--- config.mk ---
export PLATFORM = sky130hd
export DESIGN_NAME = display_scan_7seg_flat
export DESIGN_NICKNAME = d
export VERILOG_FILES = /design/src/rtl/display_scan_7seg_pkg.sv /design/src/rtl/display_scan_7seg_if.sv /design/src/rtl/display_scan_7seg_bcd_to_7seg.sv /design/src/rtl/display_scan_7seg.sv /design/src/flat_wrapper.sv
export SDC_FILE = /design/constraint.sdc
export NUM_CORES = 1
export LEC_CHECK = 0
export CORE_AREA = 2 2 78 80
export DETAILED_ROUTE_END_ITERATION = 7
export DIE_AREA = 0 0 80 82
export PLACE_DENSITY = 0.75
export SETUP_SLACK_MARGIN = 0.3
export SYNTH_ARGS = -nofsm -noshare
export SYNTH_HDL_FRONTEND = slang
export SYNTH_HIERARCHICAL = 1
export SYNTH_SLANG_ARGS = --single-unit
--- constraint.sdc ---
create_clock -name clock -period 2.8 [get_ports clock]
set_input_delay 0.56 -clock clock [delete_from_list [all_inputs] [get_ports clock]]
set_output_delay 0.56 -clock clock [all_outputs]
set_load 0.01 [all_outputs]
--- src/rtl/display_scan_7seg_pkg.sv ---
// Glyph and digit-enable constants shared by the scan driver
// and any static seven-segment display.
package display_pkg;

    localparam logic [6:0] SEG_0    = 7'b1000000;
    localparam logic [6:0] SEG_1    = 7'b1111001;
    localparam logic [6:0] SEG_2    = 7'b0100100;
    localparam logic [6:0] SEG_3    = 7'b0110000;
    localparam logic [6:0] SEG_4    = 7'b0011001;
    localparam logic [6:0] SEG_5    = 7'b0010010;
    localparam logic [6:0] SEG_6    = 7'b0000010;
    localparam logic [6:0] SEG_7    = 7'b1111000;
    localparam logic [6:0] SEG_8    = 7'b0000000;
    localparam logic [6:0] SEG_9    = 7'b0010000;
    localparam logic [6:0] SEG_DASH = 7'b0111111;
    localparam logic [6:0] SEG_OFF  = 7'b1111111;

    localparam logic [3:0] AN_OFF   = 4'b1111;

endpackage

--- src/rtl/display_scan_7seg_if.sv ---
// Digit source / display bus between the counter chain and the
// scan driver.
interface display_scan_7seg_if;

    logic [15:0] bcd_in;
    logic        enable;
    logic        blank_lz;
    logic [3:0]  blink_mask;
    logic [6:0]  seg;
    logic [3:0]  an;
    logic        frame_start;

    modport master (
        output bcd_in, enable, blank_lz, blink_mask,
        input  seg, an, frame_start
    );

    modport slave (
        input  bcd_in, enable, blank_lz, blink_mask,
        output seg, an, frame_start
    );

endinterface

--- src/rtl/display_scan_7seg_bcd_to_7seg.sv ---
// Combinational BCD to active-low seven-segment decoder;
// non-BCD codes render as a dash.
module bcd_to_7seg
    import display_pkg::*;
(
    input  logic [3:0] digit,
    output logic [6:0] seg
);

    always_comb begin
        seg = SEG_DASH;
        unique case (digit)
            4'd0:    seg = SEG_0;
            4'd1:    seg = SEG_1;
            4'd2:    seg = SEG_2;
            4'd3:    seg = SEG_3;
            4'd4:    seg = SEG_4;
            4'd5:    seg = SEG_5;
            4'd6:    seg = SEG_6;
            4'd7:    seg = SEG_7;
            4'd8:    seg = SEG_8;
            4'd9:    seg = SEG_9;
            default: seg = SEG_DASH;
        endcase
    end

endmodule

--- src/rtl/display_scan_7seg.sv ---
// Four-digit multiplexed seven-segment driver with frame latch,
// leading-zero blanking and per-digit blinking.
module display_scan_7seg
    import display_pkg::*;
#(
    parameter int SCAN_DIV     = 50000,
    parameter int BLINK_FRAMES = 125
) (
    input logic           clock,
    input logic           reset,
    display_scan_7seg_if.slave bus
);

    localparam int TW = (SCAN_DIV > 1) ? $clog2(SCAN_DIV) : 1;
    localparam int FW = (BLINK_FRAMES > 1) ? $clog2(BLINK_FRAMES) : 1;
    localparam logic [TW-1:0] TICK_MAX = TW'(SCAN_DIV - 1);
    localparam logic [FW-1:0] FCNT_MAX = FW'(BLINK_FRAMES - 1);

    logic [TW-1:0] tick;
    logic [1:0]    idx;
    logic          primed;
    logic [15:0]   frame;
    logic [FW-1:0] fcnt;
    logic          phase;

    logic [6:0]    seg_q;
    logic [3:0]    an_q;
    logic          fs_q;

    logic          term;
    logic          load;
    logic          wrap;
    logic [3:0]    digit;
    logic          dark;
    logic [6:0]    glyph;
    logic [3:0]    an_next;

    bcd_to_7seg u_dec (
        .digit (digit),
        .seg   (glyph)
    );

    always_comb begin
        term  = (tick == TICK_MAX);
        load  = !primed || (idx == 2'd3 && term);
        wrap  = (fcnt == FCNT_MAX);
        digit = frame[3:0];
        unique case (idx)
            2'd0: digit = frame[3:0];
            2'd1: digit = frame[7:4];
            2'd2: digit = frame[11:8];
            2'd3: digit = frame[15:12];
        endcase
        // Zero-blanking cascades: digit 2 only blanks behind a blank digit 3
        dark = !bus.enable
            || (bus.blink_mask[idx] && phase)
            || (bus.blank_lz && idx == 2'd3 && digit == 4'd0)
            || (bus.blank_lz && idx == 2'd2
                && frame[15:12] == 4'd0 && digit == 4'd0);
        an_next = dark ? AN_OFF : ~(4'b0001 << idx);
    end

    always_ff @(posedge clock or posedge reset) begin
        if (reset) begin
            tick   <= '0;
            idx    <= 2'd0;
            primed <= 1'b0;
            frame  <= 16'h0000;
            fcnt   <= '0;
            phase  <= 1'b0;
            seg_q  <= SEG_OFF;
            an_q   <= AN_OFF;
            fs_q   <= 1'b0;
        end else begin
            tick   <= term ? '0 : tick + 1'b1;
            idx    <= term ? idx + 2'd1 : idx;
            primed <= 1'b1;
            fs_q   <= load;
            if (load) frame <= bus.bcd_in;
            // The priming load does not count toward the blink period
            if (load && primed) begin
                if (wrap) begin
                    fcnt  <= '0;
                    phase <= ~phase;
                end else begin
                    fcnt <= fcnt + 1'b1;
                end
            end
            seg_q <= dark ? SEG_OFF : glyph;
            an_q  <= an_next;
        end
    end

    assign bus.seg         = seg_q;
    assign bus.an          = an_q;
    assign bus.frame_start = fs_q;

endmodule

--- src/flat_wrapper.sv ---
// flat-port wrapper written by rule: the top's interface ports become plain ports
module display_scan_7seg_flat import display_pkg::*;
#(
    parameter int SCAN_DIV     = 50000,
    parameter int BLINK_FRAMES = 125
)
  (clock, reset, bus_bcd_in, bus_enable, bus_blank_lz, bus_blink_mask, bus_seg, bus_an, bus_frame_start);
  display_scan_7seg_if bus_i ();
  input logic clock;
  input logic reset;
  input wire logic [$bits(bus_i.bcd_in)-1:0] bus_bcd_in;
  input wire logic [$bits(bus_i.enable)-1:0] bus_enable;
  input wire logic [$bits(bus_i.blank_lz)-1:0] bus_blank_lz;
  input wire logic [$bits(bus_i.blink_mask)-1:0] bus_blink_mask;
  output wire logic [$bits(bus_i.seg)-1:0] bus_seg;
  output wire logic [$bits(bus_i.an)-1:0] bus_an;
  output wire logic [$bits(bus_i.frame_start)-1:0] bus_frame_start;
  assign bus_i.bcd_in = bus_bcd_in;
  assign bus_i.enable = bus_enable;
  assign bus_i.blank_lz = bus_blank_lz;
  assign bus_i.blink_mask = bus_blink_mask;
  assign bus_seg = bus_i.seg;
  assign bus_an = bus_i.an;
  assign bus_frame_start = bus_i.frame_start;
  display_scan_7seg #(.SCAN_DIV(SCAN_DIV), .BLINK_FRAMES(BLINK_FRAMES)) u_core (.clock(clock), .reset(reset), .bus(bus_i));
endmodule
After elaboration in Yosys (flattened, before gate mapping):

Memory sizes are Yosys's and may differ from the RTL's.
Cells that the tools add are included.
Widths: inputs -> output; s select.

* input port bits: 24
* word-level logic and storage cells: 47
* bits in read-only memories: 112
* register bits after elaboration: 55
* output and inout port bits: 12
* memories: 1

* reductions and logical operators: 18
* add/subtract/negate cells: 3
* shift operators: 1
* order comparisons: 1
* bitwise logic cells: 2
* equality and inequality tests: 5
* mux-type cells: 7

Memory list
* (name not given): words 16, bits a word 7, read ports 1, clocked after Yosys merged registers in 0, write ports 0, RTL line display_scan_7seg_bcd_to_7seg.sv:12 `unique case (digit)`

Operators by type and width (number)
* $add 16x1->16 const B: 1
* $eq 16x16->1 const B: 1
* $mux 16: 1
* $pmux 4 s4: 1
* $mux 7: 2
* $logic_and 1x1->1: 8
* $logic_not 4->1: 2
* $add 7x1->7 const B: 1
* $eq 7x7->1 const B: 1
* $eq 2x2->1 const B: 2
* $logic_or 1x1->1: 4
* $mux 4: 1
* $not 4->4: 1
* $shl 1x2->4 const A: 1
* $lt 2x3->1 const B: 1
* $add 2x1->2 const B: 1
* $bmux 1 s2: 1
* $eq 2x1->1 const B: 1
* $logic_not 1->1: 2
* $logic_not 2->1: 1
* $reduce_and 2->1: 1
* $mux 1: 1
* $not 1->1: 1

Depth between registers and ports, before layout:

Gate-level depths: netlist of run 1.

* word-level depth: 7
* gate-level depth with buffers: 10
* mapped depth without buffers: 10

By module:

Netlist of run 1, hierarchy kept.

Modules (own cells, without submodules)
* display_scan_7seg: area each 2570.0 um^2, cells an instance 224, instances 1, seq. area each 1390.1 um^2
* bcd_to_7seg: area each 240.2 um^2, cells an instance 31, instances 1, seq. area each 0.0 um^2

Worst setup path after synthesis of run 1:

No wires, ideal clock.

* path kind: reg2reg
* start: register u_core.idx[0]
* end: register u_core.seg_q[4] (netlist: u_core/bus.seg[4])
* path slack: 0.514 ns
* data arrival time: 2.213 ns
* period minus slack after synthesis: 2.286 ns
* data required time: 2.727 ns
* library setup time: 0.073 ns
* cell stages (with the launch flop): 11
* buffers on the path: 0
* cells stage by stage: dfrtp_1 -> inv_1 -> ha_1 -> inv_1 -> a2bb2oi_1 -> inv_1 -> ha_1 -> or2b_1 -> a31oi_1 -> nor2_1 -> o21ai_1

* elaborated cells on any way between the ends: 19
* classes of those cells: 3 x eq/ne; 4 x mux; 11 x reduce/logical; 1 x memory

RTL lines
* start, declared: RTL line display_scan_7seg.sv:20 `logic [1:0] idx;`
* start signal, assigned: RTL line display_scan_7seg.sv:76 `idx <= term ? idx + 2'd1 : idx;`
* $eq 2x2->1 (tied with other cells): RTL line display_scan_7seg.sv:48 `unique case (idx)`
* $pmux 4 s4 *: RTL line display_scan_7seg.sv:48
* net u_core.digit[1]: RTL line display_scan_7seg.sv:33 `logic [3:0] digit;`
* $mem_v2 16x7 *
* net u_core.glyph[4]: RTL line display_scan_7seg.sv:35 `logic [6:0] glyph;`
* $mux 7 *: RTL line display_scan_7seg.sv:89 `seg_q <= dark ? SEG_OFF : glyph;`
* end signal, assigned: RTL line display_scan_7seg.sv:89
* end, declared: RTL line display_scan_7seg.sv:26 `logic [6:0] seg_q;`

The timed path passes the listed nets; every way through them passes the cells marked *. The select of a mux whose other input is x is not followed.
A chain may end at the register's enable or synchronous reset.

Worst setup path in the final report of run 1:

* start: register u_core.idx[0]
* end: register u_core.seg_q[5] (netlist: u_core/bus.seg[5])

Same word-level chain as after synthesis.

==> metrics.txt, run 1 <==
status=finished clean; First-pass DRT Iterations=4; clk sinks=between 50 and 60; GRT Overall Usage=approximately 18%; Final WS setup=~470 ps; CTS Buf Count=5; CTS HTree Levels=2; DRC=0; Worst Path Max Fanout=8; Hold EP=u_core/tick[0]; reg2reg start=u_core/idx[0]; Design Area, Final=0.00338 mm2; Routed Antenna Nets=0; antenna violations before repair=0; final period utilization=between 80 and 90%; cts hold-fix bufs=0; Yosys reg bits=55; clock latency at the later pin of the worst-skew pair=just over 300 ps; Peak VDD IR=~0.3 mV; Final Power=1.67 mW; CP Class=reg -> reg; Critical Path AT=approximately 2600 ps; Clock transition at path regs=~100 ps; post-route clock skew=between 7 and 8 ps; Synth Warn #=6; Max Cap Viol=0; starting density of the core=48.9%; Critical Path End Type=flop; Req. time, crit path=roughly 3000 ps; fillers=478; mapped cell area=approximately 0.0028 mm2; first-pass GRT wire length=8940 um; non-filler cells, final=370; min cycle time layout=around 2300 ps; pwr/cell area=roughly 490 mW/mm2; # diodes=0; Slew headroom=between 50% and 60%; RePlAce Congestion=about 0.86; die area=about 0.0066 mm2; vias in the first global route=between 1500 and 2000; Max Transition Viols Final=0; Area Growth Syn to Fin=20.3%; startpoint types=flop; Detailed Route Iter0 Violations=105; Root Buffer Master=clkbuf_8; WHS Path Cells=1; io pins=36; dpl cell area=between 0.003 and 0.004 mm2; Place WS=around 330 ps; Final TNS setup=0 ps; fraction of registers with async set/reset=between 90% and 100%; CTS Buffer Depth=2; Final Util=roughly 60%; CTS tree=done; post-synthesis area per instance=11.0 um2; Core Area=between 0.005 and 0.006 mm2; placed cell count=361; Mapped Cells=255; leak pwr=between 1 and 1.5 nW; DR vias/cell=5.42; layout cells sized above 1=18.0%; drt wl/cell=between 10 and 15 um; FF-to-FF path depth=11; post-synth cell types=51; Fin. Hold Viols=0; Worst-Margin Slew=709 ps; grt total ovfl=0; final net count=331; R2R setup slack=470 ps; DR vias=~2000; Post-synth top flop=dfrtp_1; largest net degree at the start of global routing=56; worst min-delay path class=reg -> reg; post-DP HPWL=~3900 um; Critical R2R Capture=u_core/bus.seg[5]; port buffer count=35; total wire length=about 5400 um; Die Height=about 82 um; RSZ-0062 raised after global routing=no; register area share after synthesis=slightly below 50%; post-synthesis net count=292; Hold WS=~500 ps; f_max=between 0.4 and 0.5 GHz; Rows=28; Setup Viol. Count Final=0; Hold Path Origin=u_core/tick[0]; Post-synth EDFFs=0; die width=around 80 um
power breakdown:
part	total, mW	switching (mW)	internal [mW]
combinational	0.202	0.0891	0.113
clock	0.611	0.254	0.356
sequential	0.859	0.0204	0.839
total	1.67	0.364	1.31
placed cells by master (no fill, tap or decap), types with 5 or more instances in the layout:
| cell | count |
|---|---|
| nand2_1 | 13 |
| xnor2_1 | 7 |
| clkdlybuf4s50_1 | 35 |
| nor2_1 | 22 |
| mux2_2 | 17 |
| dfrtp_1 | 44 |
| a22oi_1 | 5 |
| a21oi_1 | 7 |
| inv_1 | 15 |
| xor2_1 | 6 |
| dfstp_2 | 11 |
| o21ai_0 | 8 |
| nand3_1 | 10 |
| ha_1 | 13 |
| clkbuf_8 | 5 |
| o21ai_1 | 6 |
| buf_4 | 5 |
worst max-delay path: stages (launching register included):
cell and delay (ps):
dfrtp_1 420, inv_1 120, ha_1 260, inv_1 220
a2bb2oi_1 180, buf_4 180, inv_1 90, ha_1 200
and2b_4 160, o31ai_1 240, nor2_1 90, o21ai_1 90
state kept, by name (all words and copies together) (netlist names):
register,flops
u_core/fcnt,7
u_core/bus.frame_start,1
u_core/primed,1
u_core/idx,2
u_core/phase,1
u_core/bus.an,4
u_core/bus.seg,7
u_core/tick,16
u_core/frame,16
Yosys cell counts (all sizes together) (2+ instances only):
cell | n | area share, %
a21o | 4 | 1.1
a211oi | 2 | 0.53
a21oi | 8 | 1.4
nand4 | 3 | 0.67
buf | 5 | 1.9
nor3 | 4 | 0.71
nor4 | 2 | 0.45
o31ai | 2 | 0.53
o211ai | 3 | 0.80
nand2 | 13 | 1.7
o21ai | 15 | 2.8
and2b | 3 | 0.94
mux2i | 3 | 1.1
a2bb2oi | 2 | 0.62
and4bb | 2 | 0.89
or3 | 2 | 0.45
and3 | 2 | 0.45
xor2 | 6 | 1.9
clkbuf | 3 | 0.40
and3b | 3 | 0.94
a211o | 2 | 0.62
nand3 | 10 | 1.8
dfstp | 11 | 10
xnor2 | 7 | 2.2
mux2 | 17 | 6.8
a31oi | 2 | 0.45
or4 | 4 | 1.2
and4 | 3 | 0.94
dfrtp | 44 | 39
ha | 13 | 5.8
inv | 16 | 2.1
a22oi | 5 | 1.3
nor2 | 22 | 2.9
worst max-delay path by stage:
stage	start	endpoint	slack, ps
after floorplan	u_core/idx[0]	u_core/bus.seg[4]	510
after global routing	u_core/idx[0]	u_core/bus.seg[5]	310
after CTS	u_core/idx[0]	u_core/bus.seg[5]	330
after detailed placement	u_core/idx[0]	u_core/bus.seg[5]	330
final	u_core/idx[0]	u_core/bus.seg[5]	470
after global placement	u_core/idx[0]	u_core/bus.seg[5]	380
what timing repair did:
action,4_1_cts,5_1_grt
buffers inserted,0,1
endpoints found under the setup margin,2,7
resized for setup,1,2
gates cloned,0,0
pin swaps,0,2
cells by family (layout without fill, tap and decap cells):
| family | count (synthesis) | count (layout) | synth area share, % |
|---|---|---|---|
| flops | 55 | 55 | 49.5 |
| fa+ha+maj | 13 | 13 | 5.79 |
| mux | 21 | 21 | 8.68 |
| xor+xnor | 13 | 13 | 4.05 |
| simple gates | 80 | 80 | 16.3 |
| compound gates | 48 | 48 | 11.2 |
| other cells | 1 | 1 | 0.133 |
| buf+inv | 24 | 64 | 4.41 |
final cells by class:
| class | instances | area [um2] | area share, % |
|---|---|---|---|
| Sequential cell | 55 | 1390 | 41.1 |
| Multi-Input combinational cell | 176 | 1310 | 38.8 |
| Timing Repair Buffer | 40 | 388 | 11.5 |
| Tap cell | 75 | 93.8 | 2.77 |
| Clock buffer | 5 | 68.8 | 2.03 |
| Clock inverter | 3 | 67.6 | 2.00 |
| Inverter | 16 | 60.1 | 1.78 |
layer usage:
| metal | track usage (%) | share of wire, % | vias to the layer above |
|---|---|---|---|
| met5 | 0 | 0 | - |
| met4 | 5.42 | 1.1 | 0 |
| met1 | 23.9 | 46 | 976 |
| met3 | 4.40 | 3.8 | 10 |
| met2 | 28.1 | 49 | 37 |
| li1 | - | - | 983 |
Power figures use the tool's default switching activity.
==> run 2, diff against run 1 <==
--- a/config.mk
+++ b/config.mk
@@ -8,7 +8,7 @@
 export CORE_AREA = 2 2 78 80
 export DETAILED_ROUTE_END_ITERATION = 7
 export DIE_AREA = 0 0 80 82
-export PLACE_DENSITY = 0.75
+export PLACE_DENSITY = 0.78
 export SETUP_SLACK_MARGIN = 0.3
 export SYNTH_ARGS = -nofsm -noshare
 export SYNTH_HDL_FRONTEND = slang
==> constraint.sdc (replaced) <==
create_clock -name clock -period 1.92 [get_ports clock]
set_input_delay 0.384 -clock clock [delete_from_list [all_inputs] [get_ports clock]]
set_output_delay 0.384 -clock clock [all_outputs]
set_load 0.01 [all_outputs]
==> run 2 against run 1 <==
The run now ends with negative setup slack left; first-iteration DRC count grew 43%; sequential power grew 47%; design area grew 24%; core utilization grew 14 points; register-to-register slack lost 770 ps; count of clock-buffer cells in the layout grew 1; critical path depth shrank 5; final cell count grew 12%; maximum frequency grew 4.8%; via count grew 19%; clock skew shrank 2.1 ps; non-clock buffer count grew 46.
==> metrics.txt, run 2 (synthesized netlist as in run 1, its figures left out) <==
status=complete, but fails checks; failing checks=negative setup slack; port buffer count=35; First-pass DRT Iterations=4; most frequent cells in the layout=dfrtp_1, buf_4, clkdlybuf4s50_1; crit path buf inv count=1; drt wl/cell=~20 um; clk sinks=55; pwr/cell area=563 mW/mm2; # diodes=0; post-route clock skew=between 5 and 6 ps; dpl cell area=between 0.003 and 0.004 mm2; io pins=36; final period utilization=116%; FF-to-FF path depth=6; internal power=1.76 mW; Routed Antenna Nets=0; leak pwr=roughly 1.8 nW; Net Sw Power=~600 uW; CTS HTree Levels=2; R2R setup slack=-300 ps; Final Power=between 2 and 2.5 mW; worst min-delay path class=in -> async; final net count=378; reg2reg start=u_core/idx[1]; Req. time, crit path=around 2100 ps; crit-path leading delay family=compound AO/OA/AOI/OAI gates; DRC=0; leading cell type in the layout, fill and taps excluded=dfrtp_1; Detailed Route Iter0 Violations=150; DR vias/cell=5.73; switching share of power=roughly 25%; Seq pwr share=about 54%; DR vias=between 2000 and 2500; startpoint types=flop; worst setup path endpoint=u_core/bus.an[1]; RSZ-0062 raised after global routing=yes; fillers=between 300 and 400; Root Buffer Master=clkbuf_8; placed cell count=approximately 390; combinational power share=between 10% and 20%; starting density of the core=between 40% and 50%; WP depth=6; min cycle time layout=2220 ps; Rows=28; Max Transition Viols Final=0; non-filler cells, final=416; first-pass GRT wire length=between 10000 and 15000 um; CTS tree=done; Slew headroom=46.7%; die width=roughly 80 um; Core Area=0.00575 mm2; Critical R2R Capture=u_core/bus.an[1]; cts hold-fix bufs=0; antenna violations before repair=0; CP Class=reg -> reg; layout cells sized above 1=a little over two fifths; Die Height=82 um; Peak VDD IR=around 0.34 mV; largest net degree at the start of global routing=24; Max Cap Viol=0; Worst-Margin Slew=about 800 ps; grt total ovfl=0; Critical Path End Type=flop; multi-input logic area=between 0.0015 and 0.002 mm2; Worst Path Max Fanout=6; Fin. Hold Viols=0; Hold WS=~440 ps; slowest library cell on the worst path=or4_4; post-DP HPWL=approximately 4700 um; CTS Buffer Depth=2; RePlAce Congestion=approximately 0.83; GRT Overall Usage=between 20% and 30%; Final WS setup=-298 ps; Area Growth Syn to Fin=48.8%; Cell Chain, Critical Path=buf_6 > ha_4 > a222oi_1 > a21oi_4 > or4_4 > o211ai_1; Design Area, Final=around 0.0042 mm2; Largest stage delay, worst path=490 ps; crit path launch=u_core/idx[1]; total wire length=around 8000 um; Setup Viol. Count Final=12; clock power share=27.5%; CTS Buf Count=5; vias in the first global route=between 2000 and 2500; f_max=0.451 GHz; Clock transition at path regs=roughly 90 ps; Critical Path AT=roughly 2400 ps; Register Area=between 0.001 and 0.0015 mm2; Largest regs=u_core/frame: 16 flops, u_core/tick: 16 flops; clock latency at the later pin of the worst-skew pair=roughly 310 ps; die area=around 0.0066 mm2
run 2: how the worst min path moves through the flow:
stage | from | end | slack, ps | depth (start not counted)
finish | reset | u_core/frame[9] | 440 | 2
global route | reset | u_core/frame[5] | 470 | 2
CTS | reset | u_core/frame[9] | 440 | 2
detailed placement | u_core/tick[5] | u_core/tick[5] | 480 | 1
global placement | u_core/tick[5] | u_core/tick[5] | 480 | 1
floorplan | reset | u_core/bus.frame_start | 450 | 1
run 2: per-layer routing:
layer  vias to the layer above  track usage [%]  part of all wire [%]
li1                       1082                -                     -
met1                      1186             28.5                    39
met2                        81             44.6                    52
met3                        36             5.49                   4.8
met4                         0             13.2                   4.8
met5                         -                0                     0
run 2: what timing repair did:
item,CTS,global route
pin swaps,23,19
gates resized for setup,63,29
gates cloned,3,0
endpoints found under the setup margin,48,41
setup buffers,11,8
run 2: metrics by stage:
stage | setup TNS [ps] | setup WS [ps] | util [%]
after detailed placement | -1760 | -216 | 62.1
final | -2260 | -298 | 72.8
after CTS | -819 | -137 | 69.3
after global routing | -3850 | -322 | 72.8
after global placement | -603 | -97.3 | 62.1
after floorplan | -582 | -61.0 | -
run 2: area by class of cell:
| type | instances | area share, % |
|---|---|---|
| Clock buffer | 6 | 1.98 |
| Clock inverter | 1 | 0.120 |
| Inverter | 16 | 1.71 |
| Multi-Input combinational cell | 177 | 40.3 |
| Sequential cell | 55 | 33.3 |
| Tap cell | 75 | 2.24 |
| Timing Repair Buffer | 86 | 20.3 |
run 2: power groups by stage:
stage	Clock [mW]	Sequential [mW]	Combinational, mW
finish	0.648	1.26	0.441
global route	0.703	1.27	0.470
CTS	0.670	1.26	0.400
detailed placement	0	1.28	0.365
global placement	0	1.28	0.351
floorplan	0	1.28	0.200
